[config.mk]
export PLATFORM = sky130hd
export DESIGN_NAME = serial_frame_tx
export DESIGN_NICKNAME = d
export VERILOG_FILES = /design/src/rtl/serial_pkg.sv /design/src/rtl/serial_frame_tx_baud_tick_gen.sv /design/src/rtl/serial_frame_tx.sv
export SDC_FILE = /design/constraint.sdc
export NUM_CORES = 1
export LEC_CHECK = 0
export CAP_MARGIN = 10
export CORE_MARGIN = 2
export CORE_UTILIZATION = 55
export DETAILED_ROUTE_END_ITERATION = 8
export GPL_TIMING_DRIVEN = 0
export PLACE_DENSITY = 0.91
export SYNTH_ARGS = -nofsm -noshare
export SYNTH_HDL_FRONTEND = slang
export SYNTH_SLANG_ARGS = --single-unit
export TNS_END_PERCENT = 20
[constraint.sdc]
create_clock -name clk -period 2.4 [get_ports clk]
set_clock_uncertainty 0.05 [all_clocks]
set_input_delay 0.6 -clock clk [delete_from_list [all_inputs] [get_ports clk]]
set_output_delay 0.6 -clock clk [all_outputs]
set_load 0.03 [all_outputs]
[src/rtl/serial_pkg.sv]
// Shared state encoding, line levels and frame-length helper for the serial transmitter.
package serial_pkg;

  typedef enum logic [2:0] {
    IDLE,
    START,
    DATA,
    PARITY,
    STOP
  } tx_state_t;

  localparam logic LINE_IDLE = 1'b1;
  localparam logic START_BIT = 1'b0;
  localparam logic STOP_BIT  = 1'b1;

  // Serial bits per frame: start + payload + optional parity + stop.
  function automatic int frame_bits(input int data_width, input bit parity_en);
    return data_width + (parity_en ? 3 : 2);
  endfunction

endpackage

[src/rtl/serial_frame_tx_baud_tick_gen.sv]
// Bit-period timer: free-running 0..CLKS_PER_BIT-1 counter with synchronous clear,
// tick is high during the last cycle of each bit period.
module baud_tick_gen #(
  parameter int CLKS_PER_BIT = 16
) (
  input  logic clk,
  input  logic reset,
  input  logic clear_i,
  output logic tick_o
);

  localparam int CNT_W = $clog2(CLKS_PER_BIT);
  localparam logic [CNT_W-1:0] CNT_MAX = CNT_W'(CLKS_PER_BIT - 1);

  logic [CNT_W-1:0] cnt_q, cnt_d;

  always_comb begin
    cnt_d = cnt_q + CNT_W'(1);
    if (clear_i || (cnt_q == CNT_MAX)) begin
      cnt_d = '0;
    end
  end

  always_ff @(posedge clk or posedge reset) begin
    if (reset) begin
      cnt_q <= '0;
    end else begin
      cnt_q <= cnt_d;
    end
  end

  assign tick_o = (cnt_q == CNT_MAX);

endmodule

[src/rtl/serial_frame_tx.sv]
// Serial frame transmitter: start bit, payload LSB-first, optional even parity, stop bit.
// Parity is compiled in only when SERIAL_TX_PARITY_EN is defined.
module serial_frame_tx
  import serial_pkg::*;
#(
  parameter int DATA_WIDTH   = 8,
  parameter int CLKS_PER_BIT = 16
) (
  input  logic                  clk,
  input  logic                  reset,
  input  logic [DATA_WIDTH-1:0] data,
  input  logic                  valid,
  output logic                  ready,
  output logic                  tx,
  output logic                  done
);

  localparam int IDX_W = $clog2(DATA_WIDTH);
  localparam logic [IDX_W-1:0] IDX_LAST = IDX_W'(DATA_WIDTH - 1);

  tx_state_t             state_q, state_d;
  logic [DATA_WIDTH-1:0] shreg_q, shreg_d;
  logic [IDX_W-1:0]      idx_q, idx_d;
  logic                  tx_q, tx_d;
  logic                  tick;
  logic                  accept;

  assign accept = valid && (state_q == IDLE);

  baud_tick_gen #(
    .CLKS_PER_BIT(CLKS_PER_BIT)
  ) u_baud (
    .clk    (clk),
    .reset  (reset),
    .clear_i(accept),
    .tick_o (tick)
  );

`ifdef SERIAL_TX_PARITY_EN
  logic par_q, par_d;

  always_comb begin
    par_d = par_q;
    if (accept) begin
      par_d = ^data;
    end
  end

  always_ff @(posedge clk or posedge reset) begin
    if (reset) begin
      par_q <= 1'b0;
    end else begin
      par_q <= par_d;
    end
  end
`endif

  // tx_d is the line level for the next cycle, so tx stays a clean register output.
  always_comb begin
    state_d = state_q;
    shreg_d = shreg_q;
    idx_d   = idx_q;
    tx_d    = tx_q;
    ready   = 1'b0;
    done    = 1'b0;
    case (state_q)
      IDLE: begin
        ready = 1'b1;
        tx_d  = LINE_IDLE;
        if (valid) begin
          state_d = START;
          shreg_d = data;
          tx_d    = START_BIT;
        end
      end
      START: begin
        if (tick) begin
          state_d = DATA;
          idx_d   = '0;
          tx_d    = shreg_q[0];
        end
      end
      DATA: begin
        if (tick) begin
          shreg_d = shreg_q >> 1;
          if (idx_q == IDX_LAST) begin
`ifdef SERIAL_TX_PARITY_EN
            state_d = PARITY;
            tx_d    = par_q;
`else
            state_d = STOP;
            tx_d    = STOP_BIT;
`endif
          end else begin
            idx_d = idx_q + IDX_W'(1);
            tx_d  = shreg_q[1];
          end
        end
      end
`ifdef SERIAL_TX_PARITY_EN
      PARITY: begin
        if (tick) begin
          state_d = STOP;
          tx_d    = STOP_BIT;
        end
      end
`endif
      STOP: begin
        if (tick) begin
          done    = 1'b1;
          state_d = IDLE;
          tx_d    = LINE_IDLE;
        end
      end
      default: begin
        state_d = IDLE;
        tx_d    = LINE_IDLE;
      end
    endcase
  end

  always_ff @(posedge clk or posedge reset) begin
    if (reset) begin
      state_q <= IDLE;
      shreg_q <= '0;
      idx_q   <= '0;
      tx_q    <= LINE_IDLE;
    end else begin
      state_q <= state_d;
      shreg_q <= shreg_d;
      idx_q   <= idx_d;
      tx_q    <= tx_d;
    end
  end

  assign tx = tx_q;

endmodule

==> summary.txt <==
Status
  • Status: finished clean

Global routing
  • Pin count of the biggest net entering global routing: 20
  • Vias in the first global route: 754
  • GRT Total Usage: 0.2037
  • Initial antenna violation count: 0
  • GRT overflow: 0
  • First-pass GRT wire length: 3167 um

Critical path
  • Crit path launch type: flop
  • Worst Path Arrival: 1630 ps
  • CP Depth: 4
  • Crit-path max cell delay: 400 ps
  • CP top delay family: simple AND/OR/NAND/NOR gates
  • Critical path fanouts, max: 5
  • Buf+Inv Stages, Crit Path: 1
  • Worst-path cell chain: ha_2 -> nand3_1 -> nor4_1 -> buf_2
  • Req. time, crit path: between 1500 and 2000 ps
  • Critical Path End Type: output pin
  • Worst path slowest cell: dfrtp_1
  • CP Class: reg2out
  • R2R depth: 5

Final layout
  • P&R area growth vs syn: 17.25%
  • ANT cells: 0
  • Final nets: between 100 and 150
  • Post-Route Utilization: 0.7011
  • Fin cells: around 140
  • # fillers: between 100 and 150
  • Layout cells sized above 1: 0.1416
  • Finished Cell Area: 0.001250 mm2

Routing
  • Top layer reached by signal wires: met4
  • Vias: 812
  • Post-route ant nets: 0
  • Residual DRC: 0
  • Met3 WL: 103 um
  • Met2 Routed Length: 1017 um
  • Detailed Route WL: 1970 um
  • WL/cell: 14.28 um
  • M1 wire length: between 800 and 900 um
  • Initial drt markers: 17
  • DR pass1 iterations: 5
  • Vias per cell: 5.884

Clocking
  • TritonCTS Buffers: 3
  • Clock Path Buffers: 2
  • H-tree depth: 1
  • CTS clock-pin slew for the worst setup and hold paths: 100 ps
  • TritonCTS clock tree: built
  • Worst skew pair latency: 280 ps
  • Sinks on Clock Net: 19
  • Number of post-CTS setup repair buffers: 0
  • Clk root buf: clkbuf_4

Min path
  • Hold path depth: 1
  • Hold crit path type: reg2reg

STA
  • Final WS setup: around 120 ps
  • Final min period: 2275 ps
  • Max-slew headroom: 0.5291
  • Period utilisation layout: 0.9481
  • Hold Vio Cnt, Final: 0
  • Fin Hold WS: 428.2 ps
  • Setup TNS: 0 ps
  • Slew Limit Fails: 0
  • Fmax: 0.4395 GHz
  • RSZ-0062 raised after global routing: no
  • Endpoints failing setup: 0
  • Slew @ Worst Pin: 705.6 ps

Pwr
  • PwrDens: 987.2 mW/mm2
  • Post-route total power: 1.234 mW
  • LEAKAGE: 0.5287 nW
  • Maximum VDD drop: about 0.0006 V

Floorplanning
  • Die width: 48.03 um
  • Ports: 14
  • Num rows: 15
  • Vert. Die Dim: between 40 and 50 um
  • Core area: 0.001783 mm2
  • Starting Density: 0.5979
  • Die Footprint: 0.002306 mm2

Synthesis
  • Syn Inst Count: 96
  • Asr flop ratio synth: 1.000
  • Post-synth EDFFs: 0
  • Mapped Area: 0.001066 mm2
  • Library cells used by synthesis: 41
  • YS warnings: 0
  • Syn_nets: 110
  • Top FF cell, synth: dfrtp_1
  • Sequential-to-total area share from yosys stat: 0.4472
  • Synthesized area per cell: 11.10 um2
  • Yosys reg bits: 19

Place
  • Detailed Place HPWL: 1507 um
  • GPL Wtd Cong: about 0.86
  • Port bufs: 13
  • Dpl cell area: 0.001227 mm2
  • Pre-CTS setup slack: -54.39 ps
  • Post-Place Cells: 134

Run
  • Max_cap viols: 0
layout make-up:
class	count	area [um2]	area share
inverter	4	15.01	0.01201
multi-input combinational	67	529.3	0.4234
clock buffer	4	26.28	0.02102
timing repair buffer	13	123.9	0.09910
buffer	6	47.55	0.03804
tap	25	31.28	0.02503
sequential	19	476.7	0.3814
per-layer routing:
metal,vias up,track usage
met1,389,0.2447
met5,-,0
met3,4,0.03396
li1,394,-
met2,25,0.3493
met4,0,0.1027
state kept, by name, summed over array words and instances, names as in the netlist:
signal        cells
idx_q             3
shreg_q           8
state_q           3
tx                1
u_baud.cnt_q      4
cells in the mapped netlist (all sizes together) (2+ instances only):
library cell  number  area (um2)
nor2               6       22.52
nand2              4       15.01
nand3              3       15.01
ha                 3       37.54
a21o               2       15.01
dfrtp             18       450.4
nand2b             6       37.54
o21ai              5       36.29
a21oi              3       15.01
a22o               2       17.52
and3               3       18.77
buf                5       43.79
o221a              5       56.30
inv                4       15.01
xor2               2       17.52
nor4b              3       41.29
o41ai              2       17.52
kinds of logic after synthesis:
group                    count (synthesis)  synth area share
AND/OR/NAND/NOR                         34            0.2207
AO/OA/AOI/OAI                           26            0.2031
flip-flops                              19            0.4472
buffers and inverters                   10           0.05868
XOR/XNOR                                 3           0.02465
adder cells (fa/ha/maj)                  3           0.03522
multiplexers                             1           0.01056
path summary, 6_finish.rpt:
path | startpoint | endpoint | slack, ps
worst min-delay path | u_baud.cnt_q[0]$_DFF_PP0_ | u_baud.cnt_q[0]$_DFF_PP0_ | 430
min in group asynchronous | reset | shreg_q[6]$_DFFE_PP0P_ | 660
worst max register to register | idx_q[0]$_DFFE_PP0P_ | tx$_DFFE_PP1P_ | 610
worst max-delay path | u_baud.cnt_q[0]$_DFF_PP0_ | done | 120
worst min register to register | u_baud.cnt_q[0]$_DFF_PP0_ | u_baud.cnt_q[0]$_DFF_PP0_ | 430
max in group asynchronous | reset | idx_q[1]$_DFFE_PP0P_ | 1190
report_power, final:
part | internal, mW | leakage (nW) | switching, mW | total (mW)
clock network | 0.0644 | 0.0150 | 0.0902 | 0.155
logic | 0.258 | 0.286 | 0.271 | 0.529
registers | 0.453 | 0.228 | 0.0974 | 0.550
placed cells by master (no fill, tap or decap), types with 2 or more instances in the layout:
| master | netlist | final |
|---|---|---|
| inv_1 | 4 | 4 |
| o21ai_0 | 2 | 2 |
| xor2_1 | 2 | 2 |
| buf_6 | 3 | 3 |
| a21o_1 | 2 | 2 |
| and3_1 | 3 | 3 |
| ha_1 | 3 | 2 |
| buf_2 | 2 | 3 |
| dfrtp_1 | 18 | 18 |
| o221a_1 | 5 | 5 |
| nand2_1 | 4 | 4 |
| clkdlybuf4s50_1 | 0 | 11 |
| o21ai_1 | 2 | 2 |
| nor2_1 | 6 | 6 |
| a21oi_1 | 3 | 3 |
| nor4b_1 | 2 | 2 |
| a22o_1 | 2 | 2 |
| clkbuf_1 | 1 | 2 |
| clkbuf_4 | 0 | 3 |
| nand3_1 | 3 | 3 |
| nand2b_1 | 6 | 6 |
| o41ai_1 | 2 | 2 |
what timing repair did:
item / 4_1_cts / 5_1_grt
setup endpoints to repair: 2 / 1
resized for setup: 7 / 1
hold buffers: 0 / 0
pin swaps: 0 / 0
worst register-to-register path: stages, from the launching register on:
cell      delay [ps]
dfrtp_1          420
ha_1             210
ha_1             260
nor4b_1          340
a211oi_1         150
mux2_2           290
Power figures use the tool's default switching activity.
